[config.mk]
export PLATFORM = sky130hd
export DESIGN_NAME = pixel_sink
export DESIGN_NICKNAME = d
export VERILOG_FILES = /design/src/rtl/pixel_sink.sv
export SDC_FILE = /design/constraint.sdc
export NUM_CORES = 1
export LEC_CHECK = 0
export BUFFER_PORTS_ARGS = -buffer_cell sky130_fd_sc_hd__buf_4
export CORE_UTILIZATION = 50
export DETAILED_ROUTE_END_ITERATION = 10
export GPL_TIMING_DRIVEN = 1
export PLACE_DENSITY = 0.69
export SLEW_MARGIN = 20
export SYNTH_ARGS = -nofsm -noshare
export SYNTH_HDL_FRONTEND = slang
export SYNTH_SLANG_ARGS = --single-unit
[constraint.sdc]
create_clock -name clk -period 4.7 [get_ports clk]
set_input_delay 0.47 -clock clk [delete_from_list [all_inputs] [get_ports clk]]
set_output_delay 0.47 -clock clk [all_outputs]
set_load 0.01 [all_outputs]
[src/rtl/pixel_sink.sv]
// Pixel write back end: range check, linear addressing, FIFO, memory port mux and screen clear.
// Define PIXEL_SINK_CLEAR_EN to compile in the clear engine; otherwise a clear request completes at once.
module pixel_sink #(
  parameter int unsigned FIFO_DEPTH = 8,
  parameter int unsigned WIDTH      = 160,
  parameter int unsigned HEIGHT     = 120
) (
  input  logic                          clk,
  input  logic                          reset,
  input  logic                          writeEn,
  input  logic [7:0]                    X,
  input  logic [6:0]                    Y,
  input  logic [5:0]                    colour,
  input  logic                          enable,
  input  logic [5:0]                    clear_colour,
  output logic                          complete,
  output logic                          busy,
  input  logic                          scan_req,
  input  logic [14:0]                   scan_addr,
  output logic [14:0]                   fb_addr,
  output logic [5:0]                    fb_data,
  output logic                          fb_wren,
  output logic [$clog2(FIFO_DEPTH):0]   fifo_count,
  output logic                          overflow
);

  localparam int unsigned AW = $clog2(FIFO_DEPTH);
  localparam logic [7:0]  XLimit = 8'(WIDTH);
  localparam logic [7:0]  YLimit = 8'(HEIGHT);

  typedef struct packed {
    logic [14:0] addr;
    logic [5:0]  col;
  } entry_t;

  typedef enum logic [1:0] {StIdle, StClear, StDone, StHold} state_e;

  entry_t         mem_q [FIFO_DEPTH];
  entry_t         head;
  logic [AW-1:0]  wr_ptr_q, rd_ptr_q;
  logic [AW:0]    count_q, count_d;
  logic           overflow_q;
  logic           in_range, full, push, pop;
  logic [14:0]    pix_addr;
  state_e         state_q, state_d;

  assign in_range = writeEn && (X < XLimit) && ({1'b0, Y} < YLimit);
  assign pix_addr = ({8'b0, Y} << 7) + ({8'b0, Y} << 5) + {7'b0, X};
  assign full     = (count_q == (AW+1)'(FIFO_DEPTH));
  assign head     = mem_q[rd_ptr_q];
  // A clear owns the port ahead of the FIFO, so queued pixels land on top of the fill.
  assign pop      = (count_q != '0) && !scan_req && (state_q != StClear);
  assign push     = in_range && (!full || pop);

  always_comb begin
    count_d = count_q;
    if (push && !pop) begin
      count_d = count_q + 1'b1;
    end else if (!push && pop) begin
      count_d = count_q - 1'b1;
    end
  end

  always_ff @(posedge clk) begin
    if (push) begin
      mem_q[wr_ptr_q] <= '{addr: pix_addr, col: colour};
    end
  end

  always_ff @(posedge clk) begin
    if (reset) begin
      wr_ptr_q   <= '0;
      rd_ptr_q   <= '0;
      count_q    <= '0;
      overflow_q <= 1'b0;
      state_q    <= StIdle;
    end else begin
      if (push) wr_ptr_q <= wr_ptr_q + 1'b1;
      if (pop)  rd_ptr_q <= rd_ptr_q + 1'b1;
      count_q <= count_d;
      if (in_range && full && !pop) overflow_q <= 1'b1;
      state_q <= state_d;
    end
  end

`ifdef PIXEL_SINK_CLEAR_EN
  localparam logic [14:0] LastAddr = 15'(WIDTH * HEIGHT - 1);

  logic [14:0] clr_cnt_q;
  logic [5:0]  clr_col_q;

  always_ff @(posedge clk) begin
    if (reset) begin
      clr_cnt_q <= '0;
      clr_col_q <= '0;
    end else if (state_q == StIdle && enable) begin
      clr_cnt_q <= '0;
      clr_col_q <= clear_colour;
    end else if (state_q == StClear && !scan_req) begin
      clr_cnt_q <= clr_cnt_q + 1'b1;
    end
  end
`else
  logic unused_clear_colour;
  assign unused_clear_colour = ^clear_colour;
`endif

  always_comb begin
    state_d = state_q;
    unique case (state_q)
      StIdle: begin
`ifdef PIXEL_SINK_CLEAR_EN
        if (enable) state_d = StClear;
`else
        if (enable) state_d = StDone;
`endif
      end
`ifdef PIXEL_SINK_CLEAR_EN
      StClear: if (!scan_req && clr_cnt_q == LastAddr) state_d = StDone;
`endif
      StDone:  state_d = StHold;
      StHold:  if (!enable) state_d = StIdle;
      default: state_d = StIdle;
    endcase
  end

  always_comb begin
    fb_addr = '0;
    fb_data = '0;
    fb_wren = 1'b0;
    if (scan_req) begin
      fb_addr = scan_addr;
`ifdef PIXEL_SINK_CLEAR_EN
    end else if (state_q == StClear) begin
      fb_addr = clr_cnt_q;
      fb_data = clr_col_q;
      fb_wren = 1'b1;
`endif
    end else if (count_q != '0) begin
      fb_addr = head.addr;
      fb_data = head.col;
      fb_wren = 1'b1;
    end
  end

  assign complete   = (state_q == StDone);
  assign busy       = (state_q == StClear) || (state_q == StDone);
  assign fifo_count = count_q;
  assign overflow   = overflow_q;

endmodule

==> results.txt <==
- Net Count, Synth: 503
- The run finished with clean final reports.
- The detailed router placed 4141 vias in this run.
* Startpoint of the most critical register-to-register path: state_q[1]
- The repair_antennas step left the layout with diodes totalling 0.
- Length in cells of the worst reg-to-reg path: 13
- In the finished design, the share of the clock period the worst path needs comes to 70.5%.
* Root buffer selected by CTS: sky130_fd_sc_hd__clkbuf_16
- The synthesized netlist occupies a cell area of 0.00776 mm2.
- P&R area growth vs syn: 17.3%
- In this run the tool buffered the top-level ports with 69 buffer cells.
- Along the worst path, the maximum fanout reaches 21.
- RSZ-0062 raised after global routing: no
* Pin count of the biggest net entering global routing: 22
- In this run the register-to-register setup slack is 1.58 ns.
- Most used standard cell by instance count after synthesis: sky130_fd_sc_hd__edfxtp_1
- Timing would allow up to 302 MHz.
- The worst path in the final design needs a cycle of between 3 and 4 ns, including I/O delays and setup.
- Along the worst hold path, the cell count comes to 1.
* Worst VDD drop: 0.300 mV
- Number of unique standard cell types used by synthesis: 44
* Detailed-router iteration count before antenna repair: 4
* Half-perimeter wire length after placement: 9.35 mm
- TritonCTS built the clock tree.
- The worst setup path is captured at a primary output.
- For this run, the number of Yosys warnings is 0.
- Post-cts resize count: 0
- After synthesis, flip-flops and latches occupy 69.1% of the total area.
- Worst Tran Pin Value: ~0.94 ns
- The clock net in this run drives a total of 184 sinks.
- Routed wirelength normalized by instance count: 20.9 um
- Final Hold Violating Endpoints: 0
- #FFs+latches synth: about 180
- The setup path with the least slack is of type flop to primary output.
* Least setup slack across all paths after layout: 1.38 ns
- Ys async rst share: 0%
* Total global routing overflow: 0
- The share of synthesized area in the top cell type comes to approximately two thirds.
- The worst setup path is launched from a flop.
* Post-placement worst setup slack: 1.45 ns
- For this design the ratio of total power to cell area is approximately 480 mW/mm2.
- In this run the post-CTS setup repair buffer count came out at 0.
* Remaining DRCs: 0
* Detailed-route vias per instance: 5.79
- Once the floorplan was initialized, standard cells occupied 51.1% of the core.
* Die Y-Extent: 127 um
* Worst slew margin: 36.7%
* Setup violations, final: 0
- Worst path required time: 4.23 ns
* Initial detailed-routing violation count: 320
- The region available for standard cell placement spans 0.0152 mm2.
- Layout cell share with drive strength beyond 1: ~30%
- Setup total negative slack on the finished layout was measured at 0 ns.
- Worst min path class: primary input to flop
* # IOs: 76
- Cell count after synthesis: 431
* Reg-to-reg critical path endpoint: fifo_count[3]
- Ranked by instance count, the synthesized netlist is headed by 168 x sky130_fd_sc_hd__edfxtp_1, 37 x sky130_fd_sc_hd__mux4_2, 22 x sky130_fd_sc_hd__ha_1, 19 x sky130_fd_sc_hd__nor2_1, 18 x sky130_fd_sc_hd__a21oi_1.
- Clock latency reported for the late side of the worst-skew pair: ~0.43 ns
- The net count of the finished layout is 586.
- Counting flops with a built-in enable in the synthesized netlist gives 168.
- Total number of H-tree levels: 4
- Avg Synthesized Cell Area: 18.0 um2
- Remaining antenna violation count: 0
- Max-capacitance violation count: 0
* Total count of max-transition violations in the final report: 0
* Via count of the first global-routing pass: 4271
- Yosys top cell by area: sky130_fd_sc_hd__edfxtp_1
* Arr. time, crit path: 2.85 ns
- Drt total wl: 15.0 mm
- In this run the static leakage power is 0.00315 uW.
- For hold timing, the worst endpoint is mem_q[6][3].
- In this run the most critical hold path is launched from colour[3].
* Worst hold slack after final layout: 0.272 ns
- First-pass GRT wire length: 23.1 mm
- In this run the core area contains 45 standard-cell rows.
- Maximum clock insertion buffer count: 2
- Number of antenna violations at the first check in global routing: 0
- Post-CTS clock slew at the launch and capture registers of the worst setup and hold paths: 0.06 ns
- The congestion estimate from routability-driven global placement came to 0.770.
- Die Width: between 100 and 150 um
- Global routing consumed, over all layers together, around a fifth of the routing resources.
- Most used DFF post-synth: sky130_fd_sc_hd__edfxtp_1
- After synthesis, the cell types taking the most area are sky130_fd_sc_hd__edfxtp_1 65%, sky130_fd_sc_hd__mux4_2 11%, sky130_fd_sc_hd__dfxtp_1 4.1%, sky130_fd_sc_hd__ha_1 3.5%, sky130_fd_sc_hd__a221o_1 1.9%.
* Die Footprint: 0.0160 mm2
* Max Clock Skew: 0.0120 ns
- Total of hold buffers inserted after clock tree synthesis: 0
* Core occupancy in the finished layout: 59.9%
- Number of CTS-inserted buffers: 17
-- metrics by stage --
stage                     area (um2)  total power [uW]  instances
final                           9110              4340        715
after global routing            9110              4520        715
after CTS                       9110              4380        715
after detailed placement        8520              2990        683
after global placement          8520              2960        683
after floorplan                 7760              2710        431
-- where the power goes --
part / internal [uW] / switching (uW) / total (uW) / leakage [uW]
Sequential: 1890 / 92.2 / 1980 / 0.00165
Clock: 831 / 573 / 1400 / 0.000274
Combinational: 506 / 449 / 955 / 0.00123
-- registers in the layout (all words and copies together), names as in the netlist, named ones only --
signal and flops:
fifo_count 4, overflow 1, wr_ptr_q 3, mem_q 168, rd_ptr_q 3, state_q 2
-- worst max-delay path by stage --
stage	slack (ns)	to
detailed placement	1.45	fifo_count[3]
global route	1.15	fb_data[4]
CTS	1.29	fb_addr[4]
global placement	1.51	fifo_count[3]
floorplan	1.14	mem_q[0][0]
finish	1.38	fb_addr[3]
-- cells in the final DEF, fill, tap and decap left out, drive strengths merged, types with 3 or more instances in the layout --
cell,Yosys,routed
o21ai,9,9
ha,22,22
buf,9,82
and2,15,15
dfxtp,16,16
clkinvlp,0,4
fa,3,3
mux4,42,42
xnor2,7,7
mux2i,3,3
nor4,3,3
inv,16,16
nand2,16,16
clkbuf,9,19
a221o,15,15
nor3,7,7
nand3,5,5
nor2b,4,4
nor2,21,21
a21oi,18,18
clkinv,0,6
bufinv,0,3
nand2b,3,3
edfxtp,168,168
-- logic make-up (layout without fill, tap and decap cells) --
group / Yosys count / in the layout / synth area share, %
flops: 184 / 184 / 69.1
xor+xnor: 8 / 8 / 0.903
fa+ha+maj: 25 / 25 / 4.32
simple gates: 83 / 83 / 5.69
buf+inv: 34 / 130 / 2.43
compound gates: 51 / 51 / 4.58
mux: 46 / 46 / 13.0
-- cell type report --
cell class              instances  area, um2
inverters                      16       60.1
flip-flops and latches        184       5370
repair buffers                 82        616
clock inverters                13        155
clock buffers                  19        433
well taps                     188        235
fillers                      1142       6090
multi-input cells             213       2240
-- critical path: stages, from the launching register on --
cell                      delay, ns
sky130_fd_sc_hd__dfxtp_2       0.82
sky130_fd_sc_hd__buf_4         0.47
sky130_fd_sc_hd__mux4_1        0.60
sky130_fd_sc_hd__a221o_1       0.36
sky130_fd_sc_hd__buf_4         0.15
-- metal layers --
| layer | global-route usage [%] | routed length, um | up-vias |
|---|---|---|---|
| met4 | 6.73 | 138 | 0 |
| met2 | 34.1 | 7580 | 123 |
| met3 | 4.68 | 966 | 11 |
| met1 | 25.6 | 6300 | 2109 |
| li1 | - | - | 1898 |
| met5 | 0 | 0 | - |
Note: power is estimated with default switching activity, not from simulation.
